<file path="config.mk">
export PLATFORM = sky130hd
export DESIGN_NAME = pc_sequencer
export DESIGN_NICKNAME = d
export VERILOG_FILES = /design/src/rtl/pc_seq_pkg.sv /design/src/rtl/pc_ras.sv /design/src/rtl/pc_sequencer.sv
export SDC_FILE = /design/constraint.sdc
export NUM_CORES = 1
export LEC_CHECK = 0
export ABC_CLOCK_PERIOD_IN_PS = 3150
export CAP_MARGIN = 10
export CORE_ASPECT_RATIO = 0.5
export CORE_MARGIN = 2
export CORE_UTILIZATION = 45
export CTS_CLUSTER_DIAMETER = 150
export CTS_CLUSTER_SIZE = 14
export DETAILED_ROUTE_END_ITERATION = 10
export PLACE_DENSITY = 0.7
export SLEW_MARGIN = 0
export SYNTH_ARGS = -nofsm -noshare
export SYNTH_HDL_FRONTEND = slang
export SYNTH_HIERARCHICAL = 1
export SYNTH_SLANG_ARGS = --single-unit
</file>
<file path="constraint.sdc">
create_clock -name clk -period 3.15 [get_ports clk]
set_input_delay 0.315 -clock clk [delete_from_list [all_inputs] [get_ports clk]]
set_output_delay 0.315 -clock clk [all_outputs]
set_load 0.01 [all_outputs]
</file>
<file path="src/rtl/pc_seq_pkg.sv">
// rtl/pc_seq_pkg.sv - shared types, defaults and request decode for the PC sequencer
//
// Purpose : common definitions imported by pc_sequencer and pc_ras.
// Contents: op_t request enum, default parameter constants, and
//           pc_decode(), which resolves simultaneous requests into one
//           operation (ret over call over branch over sequential).
//           Stall and reset are resolved in the top level ahead of decode.
package pc_seq_pkg;

    localparam int unsigned DEF_WIDTH       = 32;
    localparam int unsigned DEF_INC         = 4;
    localparam logic [31:0] DEF_TRAP_VECTOR = 32'h0000_0100;

    typedef enum logic [1:0] {
        OP_SEQ    = 2'd0,
        OP_BRANCH = 2'd1,
        OP_CALL   = 2'd2,
        OP_RET    = 2'd3
    } op_t;

    // A losing request is simply dropped; whether that drop is an error
    // (ret+call) or silent (branch under call/ret) is decided by the caller.
    function automatic op_t pc_decode(
        input logic ret,
        input logic call,
        input logic branch
    );
        op_t op;
        if (ret) begin
            op = OP_RET;
        end else if (call) begin
            op = OP_CALL;
        end else if (branch) begin
            op = OP_BRANCH;
        end else begin
            op = OP_SEQ;
        end
        return op;
    endfunction

endpackage

</file>
<file path="src/rtl/pc_ras.sv">
// rtl/pc_ras.sv - circular return-address stack
//
// Purpose : LIFO of return addresses with a wrapping top pointer. When the
//           stack is full a push overwrites the oldest entry and the count
//           stays saturated at DEPTH.
// Ports   : clk        - clock, rising edge
//           reset      - synchronous active-high reset (clears ptr/count)
//           push       - write push_data as the new top
//           pop        - discard the top entry (ignored when empty)
//           push_data  - address to push
//           top        - current top entry (meaningful when not empty)
//           count      - number of valid entries, 0..DEPTH
//           empty/full - status decoded from count
import pc_seq_pkg::*;

module pc_ras #(
    parameter int WIDTH = DEF_WIDTH,
    parameter int DEPTH = 4
) (
    input  logic                       clk,
    input  logic                       reset,
    input  logic                       push,
    input  logic                       pop,
    input  logic [WIDTH-1:0]           push_data,
    output logic [WIDTH-1:0]           top,
    output logic [$clog2(DEPTH):0]     count,
    output logic                       empty,
    output logic                       full
);

    localparam int PW = $clog2(DEPTH);
    localparam int CW = PW + 1;
    localparam logic [PW-1:0] PTR_ONE = PW'(1);
    localparam logic [CW-1:0] CNT_ONE = CW'(1);
    localparam logic [CW-1:0] CNT_MAX = CW'(DEPTH);

    // ptr names the next free slot; the top entry sits one below it.
    // Because DEPTH is a power of two the pointer wraps naturally, and a
    // push while full lands exactly on the oldest entry.
    logic [PW-1:0]    ptr;
    logic [WIDTH-1:0] mem [DEPTH];
    logic             do_pop;
    logic             do_push;

    assign do_pop  = pop && !empty;
    assign do_push = push && !do_pop;

    assign empty = (count == '0);
    assign full  = (count == CNT_MAX);
    assign top   = mem[ptr - PTR_ONE];

    always_ff @(posedge clk) begin
        if (reset) begin
            ptr   <= '0;
            count <= '0;
        end else if (do_pop) begin
            ptr   <= ptr - PTR_ONE;
            count <= count - CNT_ONE;
        end else if (do_push) begin
            ptr <= ptr + PTR_ONE;
            if (!full) begin
                count <= count + CNT_ONE;
            end
        end
    end

    // Entry storage is not reset; a zero count is what makes entries invalid.
    always_ff @(posedge clk) begin
        if (!reset && do_push) begin
            mem[ptr] <= push_data;
        end
    end

endmodule

</file>
<file path="src/rtl/pc_sequencer.sv">
// rtl/pc_sequencer.sv - program counter sequencer with return-address stack
//
// Purpose : registered PC with sequential advance, branch, call and return.
//           Priority: reset, stall, ret, call, branch, sequential.
// Ports   : clk        - clock, rising edge
//           reset      - synchronous active-high reset
//           stall      - hold pc/stack, ignore requests
//           branch     - pc <= target
//           call       - push pc+INC, pc <= target
//           ret        - pc <= popped return address
//           target     - branch/call destination
//           pc         - current program counter (registered)
//           ras_count  - valid stack entries
//           ras_empty  - ras_count == 0
//           ras_full   - ras_count == RAS_DEPTH
//           err        - registered one-cycle pulse on an illegal operation
// Options : PC_SEQ_TRAP_EN - misaligned redirect destinations load TRAP_VECTOR
//           and pulse err; a call still pushes its return address.
import pc_seq_pkg::*;

module pc_sequencer #(
    parameter int               WIDTH        = DEF_WIDTH,
    parameter int               INC          = DEF_INC,
    parameter logic [WIDTH-1:0] RESET_VECTOR = '0,
    parameter int               RAS_DEPTH    = 4
`ifdef PC_SEQ_TRAP_EN
    ,
    parameter logic [WIDTH-1:0] TRAP_VECTOR  = WIDTH'(DEF_TRAP_VECTOR)
`endif
) (
    input  logic                       clk,
    input  logic                       reset,
    input  logic                       stall,
    input  logic                       branch,
    input  logic                       call,
    input  logic                       ret,
    input  logic [WIDTH-1:0]           target,
    output logic [WIDTH-1:0]           pc,
    output logic [$clog2(RAS_DEPTH):0] ras_count,
    output logic                       ras_empty,
    output logic                       ras_full,
    output logic                       err
);

    op_t              op;
    logic [WIDTH-1:0] seq_pc;
    logic [WIDTH-1:0] dest;
    logic [WIDTH-1:0] next_pc;
    logic [WIDTH-1:0] ras_top;
    logic             ras_push;
    logic             ras_pop;
    logic             err_next;

    assign op     = pc_decode(ret, call, branch);
    assign seq_pc = pc + WIDTH'(INC);

    pc_ras #(
        .WIDTH (WIDTH),
        .DEPTH (RAS_DEPTH)
    ) u_ras (
        .clk       (clk),
        .reset     (reset),
        .push      (ras_push),
        .pop       (ras_pop),
        .push_data (seq_pc),
        .top       (ras_top),
        .count     (ras_count),
        .empty     (ras_empty),
        .full      (ras_full)
    );

    // Operation decode: chooses the destination and the stack action.
    // A ret on an empty stack falls through to the sequential address.
    always_comb begin
        dest     = seq_pc;
        ras_push = 1'b0;
        ras_pop  = 1'b0;
        err_next = 1'b0;
        if (!stall) begin
            case (op)
                OP_RET: begin
                    // call lost arbitration to ret: flag it
                    err_next = call;
                    if (!ras_empty) begin
                        dest    = ras_top;
                        ras_pop = 1'b1;
                    end else begin
                        err_next = 1'b1;
                    end
                end
                OP_CALL: begin
                    dest     = target;
                    ras_push = 1'b1;
                end
                OP_BRANCH: begin
                    dest = target;
                end
                default: begin
                    dest = seq_pc;
                end
            endcase
        end
    end

`ifdef PC_SEQ_TRAP_EN
    // Only real redirects are alignment-checked; the sequential fallback of
    // an empty ret is not a destination supplied by software.
    logic redirect;
    logic misaligned;

    assign redirect   = !stall && ((op == OP_BRANCH) || (op == OP_CALL) ||
                                   ((op == OP_RET) && !ras_empty));
    assign misaligned = redirect && (dest[1:0] != 2'b00);

    always_comb begin
        if (stall) begin
            next_pc = pc;
        end else if (misaligned) begin
            next_pc = TRAP_VECTOR;
        end else begin
            next_pc = dest;
        end
    end

    always_ff @(posedge clk) begin
        if (reset) begin
            err <= 1'b0;
        end else begin
            err <= err_next || misaligned;
        end
    end
`else
    always_comb begin
        if (stall) begin
            next_pc = pc;
        end else begin
            next_pc = dest;
        end
    end

    always_ff @(posedge clk) begin
        if (reset) begin
            err <= 1'b0;
        end else begin
            err <= err_next;
        end
    end
`endif

    always_ff @(posedge clk) begin
        if (reset) begin
            pc <= RESET_VECTOR;
        end else begin
            pc <= next_pc;
        end
    end

endmodule

</file>
==> run_results.csv, run 1 <==
group,metric,value,unit
status,status,"complete, no violations",
clock_network,insertion_delay,0.43,ns
clock_network,root_buffer,"clkbuf_16",
placement,port_buffers,75,
clock_network,clkTransAtPathRegs,0.07,ns
timing,clock.fmax,0.390,GHz
critical_path,worstPathMaxFanout,6,
critical_path,worst_setup_path_end_kind,"flop",
cells_and_area,multi_input_area,3140,µm²
timing,fin_crit,2.57,ns
critical_path,critPathSlowestCell,"clkdlybuf4s50_1",
pwr,total_power,5.23,mW
pwr,cellPowerDensity,533,nW/µm²
drt,drc,0,
die,die_x,193,µm
global_routing,grt_pass1_vias,5752,
placement,gp_congestion,0.857,
cells_and_area,final_layout_size_suffix_gt1_share,19.2,%
pwr,p_clk_share,39.5,%
drt,detail_route.wl_per_cell,22.2,µm
clock_network,cts_tree,"done",
drt,postRouteAntennaNets,0,
global_routing,globalRouteTotalUtil,23.2,%
cells_and_area,nets,747,
pwr,p_leak,3.25,nW
die,initial_utilization,46.1,%
synthesis,synth.distinct_cells,68,
critical_path,rrSetupSlack,0.70,ns
clock_network,clkSinkCount,166,
cells_and_area,diodes,0,
pwr,pwr-share-comb,12.5,%
critical_path,crit_family,"simple AND/OR/NAND/NOR gates",
critical_path,crit_end,"u_ras/count[2]$_SDFFE_PP0P_",
timing,worst_pin_slew,0.732,ns
synthesis,synth_warnings,6,
pwr,p_seq_share,48.0,%
clock_network,htree_levels,4,
critical_path,startpoint,"call",
synthesis,async_reset_ff_share,0,%
flow_run,drv_cap,0,
synthesis,synth_top_flop_cell,"edfxtp_1",
critical_path,arrival,2.94,ns
global_routing,grt_pass1_wl,32.8,mm
timing,final_max_slew_viol_count,0,
timing,setup-tns-final,0,ns
die,row_count,34,
die,core_area,17400,µm²
clock_network,hold_buffers,0,
die,die_h,98.5,µm
pwr,power.internal,3.86,mW
synthesis,synth_nets,663,
cells_and_area,synthToLayoutAreaGrowth,22.0,%
timing,hold_viol_final,0,
drt,viasPerCell,6.17,
cells_and_area,fill_cells,1406,
die,die-area,19000,µm²
drt,drt_pass1_iterations,6,
timing,skew,0.0142,ns
synthesis,netlist_instances,616,
timing,rsz0062_at_grt,"false",
drt,drt_iter0_drc,679,
timing,final.period_utilization,81.5,%
critical_path,worstRegToRegCells,6,
critical_path,regToRegEndpoint,"pc[14]$_SDFFE_PP0N_",
pwr,switching_share,26.2,%
critical_path,crit_buf_inv,2,
placement,dp_hpwl,14.2,mm
drt,vias,5842,
critical_path,r2r-start,"pc[2]$_SDFFE_PP0N_",
pwr,switching_power,1.37,mW
min_path,min_path_type,"flop to flop",
critical_path,setup.worst_path.class,"primary input to flop",
global_routing,grt-ovfl-total,0,
critical_path,cpPeakStageDelay,0.49,ns
critical_path,worstPathRequired,3.52,ns
synthesis,syn-cell-area,8030,µm²
synthesis,synth-seq-area-share,57.3,%
clock_network,clk_path_buf_depth,2,
timing,finalSetupViolations,0,
pwr,ir_drop,0.000444,V
global_routing,grt_max_degree,44,
clock_network,post_cts_buffers,0,
critical_path,crit_path_start_kind,"primary input",
synthesis,synth-edff-count,128,
timing,maxSlewHeadroom,51.2,%
drt,wirelength,21.0,mm
cells_and_area,regArea,4610,µm²
min_path,min_from,"pc[1]$_SDFFE_PP0P_",
synthesis,ys_ff_latch,166,
critical_path,crit_chain,"clkdlybuf4s50_1, or2_2, ha_1, nor2b_2, and2_1, o31a_1, inv_1, fa_1, or3b_1, a21o_1, a21oi_1",
clock_network,cts-resized-gates,0,
clock_network,numCtsBuffers,17,
critical_path,path_depth,11,
global_routing,antenna_found_initial,0,
synthesis,syn_avg_cell_area,13.0,µm²
die,ios,76,
## worst register-to-register path, delay by kind of cell, from the launching register on
family,cells,cell delay (ns)
muxes,1,0.40
and+or+nand+nor,2,0.72
buffers and inverters,1,0.23
adders and majority gates,1,0.29
DFF,1,0.47
AOI/OAI and AO/OA,1,0.22
## registers in the layout, indices dropped and copies added (netlist names)
name / flops
u_ras/mem: 128
pc: 32
u_ras/count: 3
u_ras/ptr: 2
err: 1
## synthesized netlist by cell type, types with 3 or more instances
library cell  number  area (µm²)
clkbuf_1          25        93.8
buf_2             11        55.1
o221ai_1           4        35.0
nor4_1            14        87.6
or4_1              4        30.0
or2_2              4        25.0
and2_1             8        50.1
nand4_1            9        56.3
nand3b_1          12        90.1
a211oi_1           6        45.0
nor2_1            18        67.6
buf_1              4        15.0
inv_1             16        60.1
nand2_1           30         113
o211ai_1           7        52.6
o22a_1             5        43.8
a31o_2             3        26.3
buf_4              7        52.6
nor4b_1            3        26.3
a221oi_1           4        35.0
nor2b_1            3        18.8
dfxtp_1           38         761
mux4_2            32         721
xnor2_1           14         123
a21oi_1           27         135
ha_1               8         100
and3_1             6        37.5
nand3_1           23         115
a22oi_1           19         143
edfxtp_1         128        3840
a22o_1             3        26.3
nor3_1            20         100
a21o_1             3        22.5
a311oi_1           4        35.0
xor2_1            12         105
a2bb2oi_1          9        78.8
o21ai_0           13        65.1
nand2b_1          10        62.6
or3_1              4        25.0
a31oi_1            7        43.8
## worst min-delay path by stage
stage / end / cells past startpoint
after global routing: u_ras/mem[1][0]$_DFFE_PP_ / 0
final: u_ras/mem[0][1]$_DFFE_PP_ / 0
after CTS: u_ras/mem[0][0]$_DFFE_PP_ / 0
after global placement: u_ras/mem[3][0]$_DFFE_PP_ / 0
after detailed placement: u_ras/mem[2][0]$_DFFE_PP_ / 0
after floorplan: u_ras/count[2]$_SDFFE_PP0P_ / 1
## cell type report
cell class / count / area share (%)
clock buffer: 17 / 4.34
clock inverter: 15 / 1.57
inverter: 16 / 0.613
multi-input combinational: 383 / 32.0
sequential: 166 / 47.0
tap: 234 / 2.99
timing repair buffer: 116 / 11.4
## cell families after synthesis
logic type	count (synthesis)	synth area share, %
buffers and inverters	67	3.80
muxes	34	9.25
xor gates and xnor gates	26	2.83
DFF	166	57.3
and+or+nand+nor	185	13.8
adders and majority gates	9	1.50
AOI/OAI and AO/OA	129	11.5
## placed cells by master, fill, tap and decap left out, drive strengths merged, types with 4 or more instances in the layout
cell,count
a211oi,7
a21oi,27
a221oi,4
a22oi,19
a2bb2oi,9
a311oi,4
a31oi,7
and2,8
and3,8
buf,41
clkbuf,17
clkdlybuf4s50,75
dfxtp,38
edfxtp,128
ha,8
inv,27
mux4,32
nand2,30
nand2b,10
nand3,25
nand3b,12
nand4,11
nor2,18
nor3,21
nor4,16
o211ai,7
o21ai,13
o221ai,4
o22a,5
or2,4
or3,4
or4,5
xnor2,14
xor2,12
## through the flow
step | instances | worst slack, ns | instance area [µm²] | utilization [%] | hold slack [ns]
5_1_grt | 947 | 0.416 | 9800 | 56.2 | 0.580
3_3_place_gp | 915 | 0.211 | 9220 | 52.9 | 0.542
2_1_floorplan | 616 | 0.231 | 8040 | - | 0.384
6_report | 947 | 0.583 | 9800 | 56.2 | 0.559
3_5_place_dp | 915 | 0.176 | 9220 | 52.9 | 0.552
4_1_cts | 947 | 0.605 | 9800 | 56.2 | 0.563
## power groups by stage
stage | logic [mW] | clock network [mW] | registers (mW)
finish | 0.651 | 2.07 | 2.51
detailed placement | 0.643 | 0 | 2.55
global placement | 0.636 | 0 | 2.55
floorplan | 0.378 | 0 | 2.53
CTS | 0.648 | 2.08 | 2.51
global route | 0.700 | 2.18 | 2.52
## metal layers
| layer | up-vias | track usage (%) | part of all wire (%) |
|---|---|---|---|
| met1 | 2886 | 33.1 | 43 |
| met2 | 319 | 35.2 | 45 |
| met4 | 0 | 6.99 | 2.1 |
| met5 | - | 0 | 0 |
| li1 | 2598 | - | - |
| met3 | 39 | 5.98 | 9.3 |
Note: power is estimated with default switching activity, not from simulation.
==> run 2, diff against run 1 <==
--- a/config.mk
+++ b/config.mk
@@ -5,7 +5,7 @@
 export SDC_FILE = /design/constraint.sdc
 export NUM_CORES = 1
 export LEC_CHECK = 0
-export ABC_CLOCK_PERIOD_IN_PS = 3150
+export ABC_CLOCK_PERIOD_IN_PS = 2400
 export CAP_MARGIN = 10
 export CORE_ASPECT_RATIO = 0.5
 export CORE_MARGIN = 2
@@ -13,7 +13,7 @@
 export CTS_CLUSTER_DIAMETER = 150
 export CTS_CLUSTER_SIZE = 14
 export DETAILED_ROUTE_END_ITERATION = 10
-export PLACE_DENSITY = 0.7
+export PLACE_DENSITY = 0.67
 export SLEW_MARGIN = 0
 export SYNTH_ARGS = -nofsm -noshare
 export SYNTH_HDL_FRONTEND = slang
==> constraint.sdc (replaced) <==
create_clock -name clk -period 2.4 [get_ports clk]
set_input_delay 0.24 -clock clk [delete_from_list [all_inputs] [get_ports clk]]
set_output_delay 0.24 -clock clk [all_outputs]
set_load 0.01 [all_outputs]
==> run 2 against run 1 <==
  * Routed wire length grew 5.2%
  * Power is 33% higher
  * Sequential share of layout area is 1.7 points lower
  * Register-to-register slack worse by 0.48 ns
  * Clock skew is 0.0039 ns lower
  * Final area rose by 3.9%
  * First-iteration DRC count shrank 6.9%
  * Die area unchanged
  * Clock power grew 30%
  * Worst setup slack lost 0.52 ns
  * Highest routed layer unchanged
==> run_results.csv, run 2 (same netlist as run 1, synthesis figures left out) <==
group,metric,value,unit
flow_run,drv_cap,0,
pwr,power.internal,5.05,mW
clock_network,cts-resized-gates,0,
drt,drt_iter0_drc,632,
cells_and_area,final_layout_size_suffix_gt1_share,24.1,%
timing,final_max_slew_viol_count,0,
clock_network,insertion_delay,0.43,ns
timing,setup-tns-final,0,ns
pwr,p_clk_share,38.8,%
clock_network,clkSinkCount,166,
pwr,total_power,6.93,mW
die,row_count,34,
die,die_h,98.5,µm
status,status,"complete, no violations",
drt,wirelength,22.1,mm
clock_network,clkTransAtPathRegs,0.07,ns
die,initial_utilization,46.1,%
pwr,pwr-share-comb,14.3,%
global_routing,antenna_found_initial,0,
clock_network,post_cts_buffers,0,
cells_and_area,diodes,0,
timing,clock.fmax,0.428,GHz
critical_path,worstPathMaxFanout,2,
global_routing,grt_max_degree,28,
drt,drt_pass1_iterations,5,
clock_network,numCtsBuffers,17,
placement,gp_congestion,0.839,
cells_and_area,top_regs,"u_ras/mem x128, pc x32, u_ras/count x3",
timing,finalSetupViolations,0,
die,die_x,193,µm
cells_and_area,final_cell_mix,"128 x edfxtp_1, 73 x clkdlybuf4s50_1, 63 x buf_4, 34 x dfxtp_1, 32 x mux4_2",
global_routing,grt_pass1_wl,33.6,mm
drt,postRouteAntennaNets,0,
critical_path,cpPeakStageDelay,0.53,ns
pwr,cellPowerDensity,681,nW/µm²
critical_path,crit_buf_inv,2,
timing,skew,0.0103,ns
critical_path,setup.worst_path.class,"primary input to flop",
cells_and_area,synthToLayoutAreaGrowth,26.7,%
cells_and_area,regMostFlops,"u_ras/mem",
critical_path,worst_setup_path_end_kind,"flop",
timing,rsz0062_at_grt,"false",
timing,worst_pin_slew,0.554,ns
critical_path,crit_chain,"clkdlybuf4s50_1, or2_4, ha_4, nor2b_4, and2_4, o31a_1, inv_2, fa_2, or3b_1, a31oi_1, a21oi_1",
placement,dp_hpwl,14.9,mm
die,core_area,17400,µm²
pwr,p_seq_share,47.0,%
critical_path,crit_path_start_kind,"primary input",
global_routing,grt-ovfl-total,0,
min_path,min_path_type,"primary input to flop",
global_routing,grt_pass1_vias,5724,
cells_and_area,largest_register_ffs,128,
clock_network,clk_path_buf_depth,2,
critical_path,arrival,2.62,ns
critical_path,crit_family,"simple AND/OR/NAND/NOR gates",
clock_network,htree_levels,4,
pwr,p_leak,3.47,nW
critical_path,worstPathRequired,2.69,ns
drt,detail_route.wl_per_cell,22.5,µm
timing,maxSlewHeadroom,62.7,%
die,ios,76,
cells_and_area,final_util,58.4,%
cells_and_area,final_common_cell,"edfxtp_1",
pwr,switching_power,1.88,mW
drt,viasPerCell,6.10,
die,die-area,19000,µm²
clock_network,root_buffer,"clkbuf_16",
placement,port_buffers,75,
timing,final.period_utilization,97.2,%
clock_network,cts_tree,"done",
global_routing,globalRouteTotalUtil,23.9,%
clock_network,hold_buffers,0,
drt,drc,0,
cells_and_area,nets,780,
timing,hold_viol_final,0,
timing,fin_crit,2.33,ns
pwr,switching_share,27.1,%
pwr,ir_drop,0.000487,V
critical_path,critPathSlowestCell,"clkdlybuf4s50_1",
drt,vias,5976,
[run 2: cell types whose count changed in the layout (fill, tap and decap cells not counted), sizes merged]
| cell | previous run | this run |
|---|---|---|
| clkinv | 2 | 7 |
| bufinv | 1 | 0 |
| dlymetal6s2s | 0 | 1 |
| clkdlybuf4s50 | 75 | 73 |
| buf | 41 | 75 |
| inv | 27 | 23 |
[run 2: layout make-up]
type | count | area (µm²)
Clock buffer | 17 | 425
Multi-Input combinational cell | 383 | 3190
Timing Repair Buffer | 149 | 1440
Clock inverter | 15 | 158
Fill cell | 1390 | 7260
Inverter | 16 | 67.6
Sequential cell | 166 | 4610
Tap cell | 234 | 293
[run 2: final timing paths]
kind	startpoint	to	slack, ns	cells past startpoint
worst max-delay path	ret	u_ras/count[2]$_SDFFE_PP0P_	0.07	11
worst min-delay path	reset	u_ras/count[2]$_SDFFE_PP0P_	0.32	2
worst max register to register	u_ras/count[2]$_SDFFE_PP0P_	u_ras/count[2]$_SDFFE_PP0P_	0.22	9
worst min register to register	pc[1]$_SDFFE_PP0P_	u_ras/mem[2][1]$_DFFE_PP_	0.55	0
[run 2: layer usage]
| metal | GRT usage, % | wire (µm) | share of wire (%) |
|---|---|---|---|
| met1 | 35.2 | 9680 | 44 |
| met2 | 36.7 | 10200 | 46 |
| met5 | 0 | 0 | 0 |
| met4 | 4.66 | 240 | 1.1 |
| met3 | 5.59 | 1980 | 9.0 |
[run 2: power groups by stage]
| stage | sequential (mW) | clock, mW | combinational, mW |
|---|---|---|---|
| after floorplan | 3.32 | 0 | 0.510 |
| after global placement | 3.32 | 0 | 0.967 |
| after detailed placement | 3.32 | 0 | 0.980 |
| after CTS | 3.26 | 2.70 | 0.987 |
| after global routing | 3.27 | 2.82 | 1.06 |
| final | 3.26 | 2.69 | 0.989 |
[run 2: metrics by stage]
step           cells  hold slack, ns  setup slack [ns]  instance area (µm²)
6_report         980           0.315            0.0660                10200
4_1_cts          980           0.280           0.00380                10200
3_3_place_gp     948           0.552            -0.432                 9600
2_1_floorplan    616           0.302           -0.0300                 8120
3_5_place_dp     948           0.549            -0.439                 9600
5_1_grt          980           0.301            0.0251                10200
